==> src/rtl/mole_hit_detector_pkg.sv <==
// Shared types and helpers for the mole hit detector: default sizing,
// the evaluation FSM state encoding and a lowest-set-bit picker.
package mole_pkg;

  localparam int NUM_MOLES_DEF = 32'sd9;

  function automatic int idx_width(input int n);
    return (n > 32'sd1) ? $clog2(n) : 32'sd1;
  endfunction

  localparam int IDX_W_DEF = idx_width(NUM_MOLES_DEF);

  typedef enum logic [1:0] {
    ST_IDLE   = 2'd0,
    ST_EVAL   = 2'd1,
    ST_REPORT = 2'd2
  } hit_state_e;

  function automatic logic [3:0] lowest_set(input logic [15:0] mask);
    logic [3:0] idx;
    logic       found;
    idx   = 4'd0;
    found = 1'b0;
    for (int i = 32'sd0; i < 32'sd16; i++) begin
      if (mask[i] && !found) begin
        idx   = 4'(i);
        found = 1'b1;
      end else begin
        idx   = idx;
      end
    end
    return idx;
  endfunction

endpackage

==> src/rtl/mole_hit_detector_switch_debounce.sv <==
// Single-bit switch conditioner: 2-FF synchroniser, stability counter and a
// one-cycle event on every accepted change in either direction.
module switch_debounce #(
  parameter int DEBOUNCE_CLKS = 2500000
) (
  input  logic clk,
  input  logic rst_n,
  input  logic sw_raw,
  output logic event_pulse
);

  localparam int CNT_W = (DEBOUNCE_CLKS > 32'sd1) ? $clog2(DEBOUNCE_CLKS) : 32'sd1;
  localparam logic [CNT_W-1:0] CNT_LAST = CNT_W'(DEBOUNCE_CLKS - 32'sd1);

  logic             sync1_r;
  logic             sync2_r;
  logic             loaded_r;
  logic             accepted_r;
  logic [CNT_W-1:0] cnt_r;
  logic             event_r;

  // Synchroniser flops keep tracking through reset so the first post-reset
  // accepted value is the real switch level and no event fires for it.
  always_ff @(posedge clk) begin
    sync1_r <= sw_raw;
    sync2_r <= sync1_r;
  end

  // Accept a change only after it has been seen on DEBOUNCE_CLKS consecutive cycles.
  always_ff @(posedge clk or negedge rst_n) begin
    if (!rst_n) begin
      loaded_r   <= 1'b0;
      accepted_r <= 1'b0;
      cnt_r      <= {CNT_W{1'b0}};
      event_r    <= 1'b0;
    end else if (!loaded_r) begin
      loaded_r   <= 1'b1;
      accepted_r <= sync2_r;
      cnt_r      <= {CNT_W{1'b0}};
      event_r    <= 1'b0;
    end else if (sync2_r == accepted_r) begin
      cnt_r      <= {CNT_W{1'b0}};
      event_r    <= 1'b0;
    end else if (cnt_r == CNT_LAST) begin
      accepted_r <= sync2_r;
      cnt_r      <= {CNT_W{1'b0}};
      event_r    <= 1'b1;
    end else begin
      cnt_r      <= cnt_r + {{(CNT_W-1){1'b0}}, 1'b1};
      event_r    <= 1'b0;
    end
  end

  assign event_pulse = event_r;

endmodule

==> src/rtl/mole_hit_detector.sv <==
// Turns debounced mole-switch toggles into whack events, scores them against
// the lit-mole mask and reports hits (valid/ready) or misses (pulse).
module mole_hit_detector
  import mole_pkg::*;
#(
  parameter int NUM_MOLES     = NUM_MOLES_DEF,
  parameter int DEBOUNCE_CLKS = 2500000,
  parameter int IDX_W         = idx_width(NUM_MOLES)
) (
  input  logic                 clk,
  input  logic                 rst_n,
  input  logic [NUM_MOLES-1:0] switches,
  input  logic [NUM_MOLES-1:0] mole_active,
  input  logic                 game_active,
  output logic                 hit_valid,
  input  logic                 hit_ready,
  output logic [IDX_W-1:0]     hit_index,
  output logic [NUM_MOLES-1:0] clear_mole,
  output logic                 miss_pulse,
  output logic [15:0]          hit_count
);

  localparam logic [NUM_MOLES-1:0] ONE_MASK = {{(NUM_MOLES-1){1'b0}}, 1'b1};
  localparam logic [NUM_MOLES-1:0] NO_MASK  = {NUM_MOLES{1'b0}};

  logic [NUM_MOLES-1:0] event_s;
  logic [NUM_MOLES-1:0] cand_s;
  logic [NUM_MOLES-1:0] pending_r, pending_nxt_s;
  logic [IDX_W-1:0]     sel_r, sel_nxt_s;
  hit_state_e           state_r, state_nxt_s;
  logic                 game_d_r;
  logic                 hit_valid_r, hit_valid_nxt_s;
  logic [IDX_W-1:0]     hit_index_r, hit_index_nxt_s;
  logic [NUM_MOLES-1:0] clear_r, clear_nxt_s;
  logic                 miss_r, miss_nxt_s;
  logic [15:0]          count_r, count_nxt_s;

  for (genvar g = 0; g < NUM_MOLES; g++) begin : g_db
    switch_debounce #(.DEBOUNCE_CLKS(DEBOUNCE_CLKS)) u_db (
      .clk         (clk),
      .rst_n       (rst_n),
      .sw_raw      (switches[g]),
      .event_pulse (event_s[g])
    );
  end

  // Fresh events are visible to IDLE in the same cycle they arrive.
  assign cand_s = pending_r | event_s;

  // FSM state register.
  always_ff @(posedge clk or negedge rst_n) begin
    if (!rst_n) state_r <= ST_IDLE;
    else        state_r <= state_nxt_s;
  end

  // FSM next-state logic.
  always_comb begin
    state_nxt_s = state_r;
    case (state_r)
      ST_IDLE:   if (game_active && (cand_s != NO_MASK)) state_nxt_s = ST_EVAL;
                 else                                    state_nxt_s = ST_IDLE;
      ST_EVAL:   if (mole_active[sel_r]) state_nxt_s = ST_REPORT;
                 else                    state_nxt_s = ST_IDLE;
      ST_REPORT: if (hit_ready) state_nxt_s = ST_IDLE;
                 else           state_nxt_s = ST_REPORT;
      default:   state_nxt_s = ST_IDLE;
    endcase
  end

  // FSM output and datapath next values (registered below).
  always_comb begin
    sel_nxt_s       = sel_r;
    pending_nxt_s   = pending_r;
    hit_valid_nxt_s = hit_valid_r;
    hit_index_nxt_s = hit_index_r;
    clear_nxt_s     = NO_MASK;
    miss_nxt_s      = 1'b0;
    count_nxt_s     = count_r;

    if (!game_active) begin
      pending_nxt_s = NO_MASK;
    end else if ((state_r == ST_IDLE) && (cand_s != NO_MASK)) begin
      sel_nxt_s     = IDX_W'(lowest_set(16'(cand_s)));
      pending_nxt_s = cand_s & ~(ONE_MASK << sel_nxt_s);
    end else begin
      pending_nxt_s = cand_s;
    end

    case (state_r)
      ST_EVAL: begin
        if (mole_active[sel_r]) begin
          clear_nxt_s     = ONE_MASK << sel_r;
          hit_valid_nxt_s = 1'b1;
          hit_index_nxt_s = sel_r;
          count_nxt_s     = (count_r == 16'hFFFF) ? count_r : count_r + 16'd1;
        end else begin
          miss_nxt_s      = 1'b1;
        end
      end
      ST_REPORT: begin
        if (hit_ready) hit_valid_nxt_s = 1'b0;
        else           hit_valid_nxt_s = 1'b1;
      end
      default: hit_valid_nxt_s = 1'b0;
    endcase

    if (game_active && !game_d_r) count_nxt_s = 16'd0;
    else                          count_nxt_s = count_nxt_s;
  end

  // Datapath and output registers.
  always_ff @(posedge clk or negedge rst_n) begin
    if (!rst_n) begin
      pending_r   <= NO_MASK;
      sel_r       <= {IDX_W{1'b0}};
      game_d_r    <= 1'b0;
      hit_valid_r <= 1'b0;
      hit_index_r <= {IDX_W{1'b0}};
      clear_r     <= NO_MASK;
      miss_r      <= 1'b0;
      count_r     <= 16'd0;
    end else begin
      pending_r   <= pending_nxt_s;
      sel_r       <= sel_nxt_s;
      game_d_r    <= game_active;
      hit_valid_r <= hit_valid_nxt_s;
      hit_index_r <= hit_index_nxt_s;
      clear_r     <= clear_nxt_s;
      miss_r      <= miss_nxt_s;
      count_r     <= count_nxt_s;
    end
  end

  assign hit_valid  = hit_valid_r;
  assign hit_index  = hit_index_r;
  assign clear_mole = clear_r;
  assign miss_pulse = miss_r;
  assign hit_count  = count_r;

endmodule
==> config.mk <==
export PLATFORM = sky130hd
export DESIGN_NAME = mole_hit_detector
export DESIGN_NICKNAME = d
export VERILOG_FILES = /design/src/rtl/mole_hit_detector_pkg.sv /design/src/rtl/mole_hit_detector_switch_debounce.sv /design/src/rtl/mole_hit_detector.sv
export SDC_FILE = /design/constraint.sdc
export NUM_CORES = 1
export LEC_CHECK = 0
export ABC_CLOCK_PERIOD_IN_PS = 2800
export BUFFER_PORTS_ARGS = -buffer_cell sky130_fd_sc_hd__buf_2
export CORE_MARGIN = 3
export CORE_UTILIZATION = 30
export DETAILED_ROUTE_END_ITERATION = 10
export PLACE_DENSITY_LB_ADDON = 0.08
export SETUP_SLACK_MARGIN = 0.02
export SYNTH_ARGS = -nofsm -noshare
export SYNTH_HDL_FRONTEND = slang
export SYNTH_SLANG_ARGS = --single-unit
==> constraint.sdc <==
create_clock -name clk -period 2.8 [get_ports clk]
set_input_delay 0.84 -clock clk [delete_from_list [all_inputs] [get_ports clk]]
set_output_delay 0.84 -clock clk [all_outputs]
set_load 0.01 [all_outputs]
==> reports/results.tsv, run 1 <==
stage	metric	value	unit
timing	min cycle time layout	2.22	ns
global_routing	grt ovf	0	
worst_setup_path	Crit Path Category	reg2reg	
yosys	Syn Nets	1366	
timing	crit share post-route	79.2	%
power	Power Density	599	nW/um^2
timing	Max Fclk	0.451	GHz
finish	Area Growth Syn to Fin	17.8	%
worst_setup_path	worst reg2reg path startpoint	sel_r[1]$_DFFE_PN0P_	
placement	hpwl dp	19.4	mm
worst_setup_path	Worst R2R Path Depth	6	
detailed_routing	WL/cell	14.3	microns
worst_setup_path	crit path DAT	2.67	ns
floorplan	full die area	46100	sq um
timing	Setup TNS	0	ns
worst_setup_path	Critical Path RT	3.25	ns
finish	FILL cells	4363	
floorplan	core area	42500	sq um
clocking	Setup Fix Bufs, Post-CTS	0	
clocking	cts bufs inserted	35	
worst_setup_path	crit start category	flop	
clocking	root buffer cell	clkbuf_16	
floorplan	Initial Util	30.8	%
timing	slew at the pin with the worst max-slew slack	0.747	ns
global_routing	Tot GR Track Use	12.9	%
clocking	post-cts resize count	0	
timing	final number of hold-violating endpoints	0	
global_routing	largest net degree at the start of global routing	54	
floorplan	die span in x	215	microns
yosys	Yosys cell types	55	
detailed_routing	DR vias	9444	
yosys	Syn Area/Cell	9.84	sq um
worst_setup_path	critical path startpoint	sel_r[1]$_DFFE_PN0P_	
detailed_routing	Starting DRT DRC Count	565	
detailed_routing	Post-Route WL	28.9	mm
clocking	H-Tree Depth	2	
yosys	count of state elements after synthesis	282	
detailed_routing	DR pass1 iterations	7	
yosys	most common cell in the netlist	nor2_1	
placement	GPL Wtd Cong	0.752	
yosys	Synth Cell Area	13100	sq um
yosys	post-synth top area cell	dfrtp_1	
timing	final setup fails	0	
floorplan	Die Y	215	microns
placement	placed cell areas	14200	sq um
yosys	most frequent cells after synthesis	265 x nor2_1, 264 x dfrtp_1, 107 x nand2_1, 99 x xnor2_1, 95 x nand3_1	
global_routing	initial antenna violation count	1	
clocking	clock slew at reported path FFs	0.06	ns
clocking	CTS tree	yes	
timing	Final Max Slew Viols	0	
detailed_routing	DRC viols	0	
hold_path	Hold Crit Class	in2async	
floorplan	num ports	53	
worst_setup_path	worst reg2reg setup slack	0.58	ns
floorplan	FP Rows	75	
status	outcome	finished, final reports clean	
yosys	top post-synthesis cells by area	dfrtp_1 51%, nor2_1 7.6%, xnor2_1 6.6%	
finish	final instance area	15400	sq um
power	Lkg Pwr	0.00638	uW
worst_setup_path	R2R Path End	hit_count[15]$_DFFE_PN0P_	
timing	skew final	0.0179	ns
run	Max-cap violations	0	
power	worst vdd rail ir drop	0.322	mV
detailed_routing	Vias/cell	4.68	
clocking	CTS max path bufs	3	
yosys	Synth warnings	0	
yosys	EDFF count, synth	0	
yosys	Async S/R FF share, synth	93.6	%
yosys	Synth top area share	50.5	%
finish	share of cells above drive strength 1	11.0	%
worst_setup_path	Crit Path Max Fanout	31	
detailed_routing	post-route ant nets	0	
worst_setup_path	Critical Path End Type	flop	
finish	nets	1451	
yosys	synthesized instance count	1330	
global_routing	first-pass GRT wire length	50.0	mm
yosys	Post-synth top flop	dfrtp_1	
clocking	CTS Sinks	282	
yosys	Seq/Total Area, Yosys	53.3	%
global_routing	vias in the first global route	9595	
clocking	Worst-Skew Late Latency	0.53	ns
finish	ant diodes	0	
clocking	cts hold-fix bufs	0	
placement	# port buffers	52	
power	total power	9230	uW
timing	RSZ-0062 raised after global routing	false	
timing	Slew headroom	49.8	%
[per-stage QoR]
step                      hold slack, ns  cells  utilization, %  worst slack [ns]
final                              0.225   2018            36.3             0.581
after global routing               0.231   2018            36.3             0.425
after detailed placement           0.315   1955            33.4             0.373
after global placement             0.311   1955            33.4             0.403
after floorplan                    0.310   1330               -             0.605
after CTS                          0.211   2018            36.3             0.560
[where the power goes]
part	switching [uW]	total, uW	internal (uW)
clock	1780	4730	2950
sequential	39.1	4160	4130
combinational	234	335	101
total	2050	9230	7170
[cells by family after synthesis]
kind of cell	count (synthesis)	share of synthesized area, %
compound gates	64	3.47
flops	282	53.3
buf+inv	64	2.02
mux	20	1.65
other cells	1	0.0287
fa+ha+maj	14	1.34
xor+xnor	184	12.3
simple gates	701	25.9
[cells in the final DEF, fill, tap and decap left out, types with 2 or more instances in the layout]
cell type | Yosys | layout
o31ai_1 | 9 | 9
bufinv_16 | 0 | 4
or4_1 | 12 | 12
nand2b_1 | 11 | 11
dfxtp_1 | 18 | 18
inv_1 | 30 | 30
buf_12 | 0 | 5
clkinv_2 | 0 | 4
nor2_1 | 265 | 265
nor3b_1 | 2 | 2
o221a_2 | 3 | 3
dfrtp_1 | 264 | 264
nand3_1 | 95 | 95
a21oi_1 | 15 | 15
nor4b_1 | 12 | 12
nor3_1 | 38 | 38
ha_1 | 14 | 14
a31oi_1 | 3 | 3
o21ai_0 | 19 | 19
clkbuf_16 | 0 | 37
xor2_1 | 85 | 85
nor2b_1 | 3 | 3
nand4_1 | 44 | 44
and3_1 | 30 | 30
xnor2_1 | 99 | 99
nand2_1 | 107 | 107
and4_1 | 11 | 11
clkbuf_1 | 20 | 10
nor4_1 | 40 | 40
clkbuf_8 | 0 | 6
clkinvlp_4 | 0 | 2
buf_4 | 1 | 25
or3_1 | 11 | 11
mux2_2 | 12 | 12
buf_2 | 4 | 51
nor4bb_1 | 2 | 2
and2_1 | 10 | 10
o211ai_1 | 4 | 4
mux2i_1 | 8 | 8
[sequential cells by signal, indices dropped and copies added, names as in the netlist, 2 cells and up]
signal and cells:
g_db.u_db.cnt_r 198, hit_count 16, clear_mole 9, g_db.u_db.accepted_r 9, g_db.u_db.event_pulse 9, g_db.u_db.sync1_r 9, g_db.u_db.sync2_r 9, pending_r 9
hit_index 4, sel_r 4, state_r 2
[how the worst max path moves through the flow]
stage,end,slack [ns],cells after the start
detailed placement,hit_count[15]$_DFFE_PN0P_,0.37,7
global route,hit_count[10]$_DFFE_PN0P_,0.43,6
CTS,hit_count[15]$_DFFE_PN0P_,0.56,6
finish,hit_count[15]$_DFFE_PN0P_,0.58,6
floorplan,hit_count[10]$_DFFE_PN0P_,0.61,6
global placement,hit_count[15]$_DFFE_PN0P_,0.40,7
[worst max-delay path: stages, from the launching register on]
cell	delay (ns)
dfrtp_1	0.61
mux2i_1	0.18
a221oi_2	0.38
a21oi_2	0.12
buf_12	0.18
or4_1	0.50
a21oi_1	0.16
[layer usage]
metal | vias up | routed length (microns) | global-route usage (%) | part of all wire [%]
li1 | 4728 | - | - | -
met1 | 4550 | 14300 | 18.0 | 50
met2 | 113 | 12600 | 19.8 | 44
met3 | 53 | 978 | 2.43 | 3.4
met4 | 0 | 939 | 5.26 | 3.3
met5 | - | 0 | 0 | 0
[layout make-up]
| class | instances | area (sq um) | area share (%) |
|---|---|---|---|
| Sequential cell | 282 | 6970 | 45.2 |
| Multi-Input combinational cell | 984 | 5850 | 38.0 |
| Clock buffer | 53 | 1050 | 6.79 |
| Tap cell | 577 | 722 | 4.68 |
| Timing Repair Buffer | 82 | 558 | 3.62 |
| Clock inverter | 10 | 155 | 1.01 |
| Inverter | 30 | 113 | 0.731 |
(Power assumes the default switching activity.)
==> inputs of run 2 (changes only) <==
--- a/config.mk
+++ b/config.mk
@@ -5,7 +5,7 @@
 export SDC_FILE = /design/constraint.sdc
 export NUM_CORES = 1
 export LEC_CHECK = 0
-export ABC_CLOCK_PERIOD_IN_PS = 2800
+export ABC_CLOCK_PERIOD_IN_PS = 2150
 export BUFFER_PORTS_ARGS = -buffer_cell sky130_fd_sc_hd__buf_2
 export CORE_MARGIN = 3
 export CORE_UTILIZATION = 30
==> constraint.sdc (replaced) <==
create_clock -name clk -period 2.15 [get_ports clk]
set_input_delay 0.645 -clock clk [delete_from_list [all_inputs] [get_ports clk]]
set_output_delay 0.645 -clock clk [all_outputs]
set_load 0.01 [all_outputs]
==> reports/results.tsv, run 2 (synthesis gave the netlist of run 1 again) <==
stage	metric	value	unit	change
floorplan	Die Y	215	microns	unchanged
placement	GPL Wtd Cong	0.729		-3.1%
clocking	H-Tree Depth	2		unchanged
timing	Max Fclk	0.495	GHz	+9.8%
clocking	CTS max path bufs	3		unchanged
detailed_routing	DRC viols	0		unchanged
clocking	Worst-Skew Late Latency	0.53	ns	about the same
detailed_routing	Vias/cell	4.63		-1.1%
clocking	cts bufs inserted	35		unchanged
clocking	Setup Fix Bufs, Post-CTS	0		unchanged
placement	placed cell areas	14500	sq um	+2.0%
worst_setup_path	Critical Path RT	2.60	ns	-0.65 ns
worst_setup_path	Crit Path Max Fanout	26		-16%
global_routing	GRT met2 Usage	20.0	%	+0.25 points
finish	commonest non-fill, non-tap cells in the layout	265 x nor2_1, 264 x dfrtp_1, 107 x nand2_1		
timing	crit share post-route	94.0	%	+15 points
hold_path	Hold Crit Class	in2reg		
power	Switching Power	2650	uW	+29%
timing	min cycle time layout	2.02	ns	-0.198 ns
status	outcome	finished, final reports clean		
global_routing	Tot GR Track Use	12.7	%	-0.16 points
global_routing	GRT Max-Usage Layer	met2		
timing	slew at the pin with the worst max-slew slack	0.657	ns	-0.0899 ns
timing	Hold WS	0.225	ns	+0.000128 ns
finish	commonest non-fill, non-tap cell in the layout	nor2_1		
worst_setup_path	top cell family by delay on the critical path	compound AO/OA/AOI/OAI gates		
detailed_routing	DR vias	9473		+0.31%
worst_setup_path	crit path DAT	2.47	ns	-0.20 ns
detailed_routing	Starting DRT DRC Count	593		+5.0%
power	worst vdd rail ir drop	0.476	mV	+48%
detailed_routing	Post-Route WL	28.9	mm	+0.20%
global_routing	first-pass GRT wire length	49.5	mm	-0.99%
finish	largest register by flop count	g_db.u_db.cnt_r		
timing	skew final	0.0120	ns	-0.00593 ns
worst_setup_path	Slowest-stage cell, CP	or4_1		
worst_setup_path	CP Cell Sequence	mux2i_1, a221oi_2, a21oi_2, buf_12, or4_1, a21oi_1		
clocking	CTS tree	yes		
placement	Setup WS pre-CTS	-0.0257	ns	-0.398 ns
clocking	root buffer cell	clkbuf_16		
placement	hpwl dp	19.7	mm	+1.7%
power	Seq pwr share	44.8	%	-0.3 points
worst_setup_path	Worst Path Buf+Inv	1		unchanged
worst_setup_path	critical path's largest stage delay	0.50	ns	-0.11 ns
global_routing	initial antenna violation count	0		-1
floorplan	Initial Util	30.8	%	unchanged
power	Lkg Pwr	0.00659	uW	+3.3%
finish	nets	1480		+2.0%
clocking	post-cts resize count	0		unchanged
power	Clk pwr share	51.2	%	about the same
timing	final setup fails	0		unchanged
timing	Final Max Slew Viols	0		unchanged
detailed_routing	DR pass1 iterations	7		unchanged
detailed_routing	post-route ant nets	0		unchanged
floorplan	num ports	53		unchanged
global_routing	GR met1 Demand/Resource	17.7	%	-0.26 points
finish	share of cells above drive strength 1	13.0	%	+2.0 points
timing	RSZ-0062 raised after global routing	false		
clocking	CTS Sinks	282		unchanged
worst_setup_path	Critical Path End Type	flop		
timing	final number of hold-violating endpoints	0		unchanged
floorplan	die span in x	215	microns	unchanged
finish	Final Core Density	37.0	%	+0.76 points
finish	Largest register FFs	198		unchanged
power	Comb power frac	4.0	%	+0.4 points
detailed_routing	WL/cell	14.1	microns	-1.2%
global_routing	largest net degree at the start of global routing	48		-11%
placement	# port buffers	52		unchanged
power	Power Density	770	nW/um^2	+29%
finish	Area Growth Syn to Fin	20.3	%	
timing	Final WS setup	0.129	ns	-0.452 ns
run	Max-cap violations	0		unchanged
global_routing	grt ovf	0		unchanged
power	Sw Ratio	21.9	%	-0.39 points
worst_setup_path	crit start category	flop		
floorplan	core area	42500	sq um	unchanged
worst_setup_path	Crit Path Category	reg2reg		
floorplan	full die area	46100	sq um	unchanged
clocking	clock slew at reported path FFs	0.06	ns	about the same
global_routing	M3 GR Usage	2.37	%	-0.056 points
finish	ant diodes	0		unchanged
power	total power	12100	uW	+31%
finish	final instance area	15700	sq um	+2.1%
floorplan	FP Rows	75		unchanged
timing	Slew headroom	56.2	%	+6.4 points
power	Int Power	9460	uW	+32%
global_routing	vias in the first global route	9614		+0.20%
finish	FILL cells	4272		-2.1%
==> run 2: cell types whose count changed in the layout (fill, tap and decap cells not counted), sizes merged <==
cell	change
clkbuf	-2
buf	+28
dlygate4sd3	+1
clkinvlp	-2
clkinv	+4
==> run 2: final timing paths <==
check                                             start                          endpoint  slack (ns)  cells past startpoint
max in group asynchronous                         rst_n  g_db[8].u_db.cnt_r[15]$_DFF_PN0_        0.96                      3
max                                sel_r[1]$_DFFE_PN0P_         hit_count[11]$_DFFE_PN0P_        0.13                      6
min                                         switches[4]      g_db[4].u_db.sync1_r$_DFF_P_        0.22                      1
min reg2reg                g_db[3].u_db.sync1_r$_DFF_P_      g_db[3].u_db.sync2_r$_DFF_P_        0.33                      0
max reg2reg                        sel_r[1]$_DFFE_PN0P_         hit_count[11]$_DFFE_PN0P_        0.13                      6
min in group asynchronous                         rst_n              state_r[1]$_DFF_PN0_        0.60                      2
==> run 2: layer usage <==
metal / vias to the layer above / share of wire [%]
met4: 0 / 2.4
met3: 45 / 3.8
met1: 4526 / 50
met2: 121 / 44
met5: - / 0
li1: 4781 / -
==> run 2: repair_timing <==
action,in CTS,in global routing
hold buffers,1,0
endpoints found under the setup margin,0,1
hold endpoints to repair,19,0
==> run 2: metrics by stage <==
stage / setup TNS [ns] / std cells
final: 0 / 2047
after global routing: 0 / 2047
after CTS: 0 / 2047
after detailed placement: -0.0693 / 1983
after global placement: 0 / 1983
after floorplan: 0 / 1330
==> run 2: area by class of cell <==
type	count	area, sq um	share of cell area, %
Clock buffer	51	1070	6.79
Multi-Input combinational cell	984	5850	37.2
Sequential cell	282	6970	44.3
Inverter	30	113	0.716
Tap cell	577	722	4.59
Timing Repair Buffer	111	853	5.42
Clock inverter	12	160	1.02
==> run 2: power by group through the flow <==
stage | logic (uW) | clock network [uW] | registers (uW)
after floorplan | 225 | 0 | 5510
after global placement | 503 | 0 | 5520
after detailed placement | 502 | 0 | 5520
after CTS | 505 | 6490 | 5430
after global routing | 554 | 6710 | 5430
final | 480 | 6200 | 5430
==> run 2: worst reg2reg max path, cell delays in order (launching register included) <==
cell	delay (ns)
dfrtp_1	0.48
mux2i_1	0.19
a221oi_2	0.33
a21oi_2	0.12
buf_12	0.17
or4_1	0.51
a21oi_1	0.15
==> inputs of run 3 (changes only) <==
--- a/config.mk
+++ b/config.mk
@@ -9,6 +9,7 @@
 export BUFFER_PORTS_ARGS = -buffer_cell sky130_fd_sc_hd__buf_2
 export CORE_MARGIN = 3
 export CORE_UTILIZATION = 30
+export CTS_BUF_LIST = sky130_fd_sc_hd__clkbuf_8
 export DETAILED_ROUTE_END_ITERATION = 10
 export PLACE_DENSITY_LB_ADDON = 0.08
 export SETUP_SLACK_MARGIN = 0.02
==> reports/results.tsv, run 3 (synthesis gave the netlist of run 1 again) <==
stage	metric	value	unit	change
placement	placed cell areas	14500	sq um	unchanged
worst_setup_path	Critical Path RT	2.67	ns	+0.07 ns
run	Max-cap violations	0		unchanged
power	Clk pwr share	48.1	%	-3.1 points
floorplan	num ports	53		unchanged
status	outcome	finished, final reports clean		
clocking	root buffer cell	clkbuf_8		
power	Seq pwr share	47.7	%	+2.9 points
worst_setup_path	Worst R2R Path Depth	6		unchanged
finish	nets	1499		+1.3%
detailed_routing	DR vias	9601		+1.4%
worst_setup_path	crit path DAT	2.54	ns	+0.07 ns
finish	Multi-input gate area	5850	sq um	unchanged
placement	GPL Wtd Cong	0.729		unchanged
detailed_routing	Vias/cell	4.62		-0.26%
power	worst vdd rail ir drop	0.327	mV	-31%
timing	RSZ-0062 raised after global routing	false		
global_routing	largest net degree at the start of global routing	48		unchanged
worst_setup_path	critical path's largest stage delay	0.51	ns	about the same
worst_setup_path	Slowest-stage cell, CP	or4_1		
timing	slew at the pin with the worst max-slew slack	0.648	ns	-0.00894 ns
global_routing	Tot GR Track Use	12.9	%	+0.12 points
clocking	cts bufs inserted	54		+54%
finish	ant diodes	0		unchanged
finish	final instance area	15600	sq um	-0.57%
power	Sw Ratio	23.6	%	+1.8 points
floorplan	Die Y	215	microns	unchanged
clocking	clock slew at reported path FFs	0.06	ns	about the same
power	Power Density	728	nW/um^2	-5.4%
floorplan	Initial Util	30.8	%	unchanged
floorplan	FP Rows	75		unchanged
clocking	H-Tree Depth	2		unchanged
finish	Area Growth Syn to Fin	19.6	%	
detailed_routing	Post-Route WL	29.3	mm	+1.1%
finish	share of cells above drive strength 1	14.3	%	+1.3 points
timing	final number of hold-violating endpoints	0		unchanged
global_routing	vias in the first global route	9710		+1.0%
hold_path	Hold Crit Class	in2reg		
clocking	CTS tree	yes		
floorplan	die span in x	215	microns	unchanged
hold_path	hold path depth	1		unchanged
power	Switching Power	2690	uW	+1.7%
clocking	CTS Sinks	282		unchanged
worst_setup_path	top cell family by delay on the critical path	compound AO/OA/AOI/OAI gates		
finish	FF+latch area	6970	sq um	unchanged
timing	min cycle time layout	2.02	ns	-0.00319 ns
finish	Final Core Density	36.8	%	-0.21 points
timing	Final Max Slew Viols	0		unchanged
finish	Largest register FFs	198		unchanged
floorplan	core area	42500	sq um	unchanged
finish	commonest non-fill, non-tap cell in the layout	nor2_1		
global_routing	grt ovf	0		unchanged
finish	FILL cells	4304		+0.75%
placement	hpwl dp	19.7	mm	unchanged
finish	commonest non-fill, non-tap cells in the layout	265 x nor2_1, 264 x dfrtp_1, 107 x nand2_1		
clocking	Worst-Skew Late Latency	0.62	ns	+0.09 ns
detailed_routing	post-route ant nets	0		unchanged
power	total power	11400	uW	-5.9%
detailed_routing	DRC viols	0		unchanged
timing	Setup TNS	0	ns	unchanged
timing	Max Fclk	0.496	GHz	+0.16%
clocking	post-cts resize count	0		unchanged
hold_path	Hold Path End	g_db[2].u_db.sync1_r$_DFF_P_		
clocking	CTS max path bufs	3		unchanged
worst_setup_path	worst reg2reg path startpoint	sel_r[1]$_DFFE_PN0P_		
power	Comb power frac	4.2	%	+0.2 points
timing	final setup fails	0		unchanged
detailed_routing	DR pass1 iterations	5		-2
worst_setup_path	CP Cell Sequence	mux2i_1, a221oi_2, a21oi_2, buf_12, or4_1, a21oi_1		
finish	largest register by flop count	g_db.u_db.cnt_r		
global_routing	first-pass GRT wire length	49.8	mm	+0.67%
placement	# port buffers	52		unchanged
global_routing	initial antenna violation count	0		unchanged
timing	Slew headroom	56.8	%	+0.60 points
power	Int Power	8700	uW	-8.1%
detailed_routing	Starting DRT DRC Count	587		-1.0%
timing	crit share post-route	93.8	%	-0.15 points
floorplan	full die area	46100	sq um	unchanged
worst_setup_path	Worst Path Buf+Inv	1		unchanged
worst_setup_path	crit start category	flop		
worst_setup_path	Crit Path Category	reg2reg		
timing	skew final	0.0243	ns	+0.0123 ns
power	Lkg Pwr	0.00662	uW	+0.46%
worst_setup_path	Critical Path End Type	flop		
worst_setup_path	Crit Path Max Fanout	26		unchanged
hold_path	Hold Startpoint	switches[2]		
worst_setup_path	R2R Path End	hit_count[11]$_DFFE_PN0P_		
worst_setup_path	worst reg2reg setup slack	0.13	ns	about the same
detailed_routing	WL/cell	14.1	microns	-0.47%
clocking	Setup Fix Bufs, Post-CTS	0		unchanged
## run 3: changes by cell type in the layout (fill, tap and decap cells not counted)
cell	change
clkbuf_8	+65
clkbuf_16	-37
inv_1	+14
clkbuf_1	-5
bufinv_16	-3
clkinv_2	-2
clkinvlp_4	+1
## run 3: through the flow
step	worst slack, ns	hold WS (ns)	std cells
after floorplan	0.150	0.310	1330
after global placement	0.00479	0.314	1983
after detailed placement	-0.0257	0.315	1983
after CTS	0.125	0.0480	2080
after global routing	0.0297	0.0535	2080
final	0.132	0.128	2080
## run 3: area by class of cell
type | count | area share [%]
Clock inverter | 22 | 0.768
Sequential cell | 282 | 44.5
Clock buffer | 74 | 6.51
Tap cell | 577 | 4.61
Multi-Input combinational cell | 984 | 37.4
Timing Repair Buffer | 111 | 5.45
Inverter | 30 | 0.720
## run 3: worst max-delay path by stage
stage,from,endpoint,slack [ns],cells after the start
final,sel_r[1]$_DFFE_PN0P_,hit_count[11]$_DFFE_PN0P_,0.13,6
after CTS,sel_r[1]$_DFFE_PN0P_,hit_count[11]$_DFFE_PN0P_,0.13,6
after global placement,mole_active[6],hit_count[11]$_DFFE_PN0P_,0.005,7
after detailed placement,mole_active[6],hit_count[11]$_DFFE_PN0P_,-0.03,7
after global routing,sel_r[1]$_DFFE_PN0P_,hit_count[11]$_DFFE_PN0P_,0.03,6
after floorplan,mole_active[6],hit_count[10]$_DFFE_PN0P_,0.15,6
## run 3: power by group through the flow
stage / Sequential (uW) / Clock, uW / Combinational, uW
2_1_floorplan: 5510 / 0 / 225
3_3_place_gp: 5520 / 0 / 503
3_5_place_dp: 5520 / 0 / 502
4_1_cts: 5430 / 5770 / 505
5_1_grt: 5430 / 6030 / 554
6_report: 5430 / 5480 / 481
## run 3: what timing repair did
action,4_1_cts,5_1_grt
endpoints found under the hold margin,22,0
hold buffers,1,0
setup endpoints to repair,0,1
## run 3: layer usage
layer  GRT usage, %  share of wire (%)  up-vias
met5              0                  0        -
met4           4.21                2.2        0
met3           3.28                4.4       56
met2           19.6                 43      132
met1           17.9                 50     4585
li1               -                  -     4828
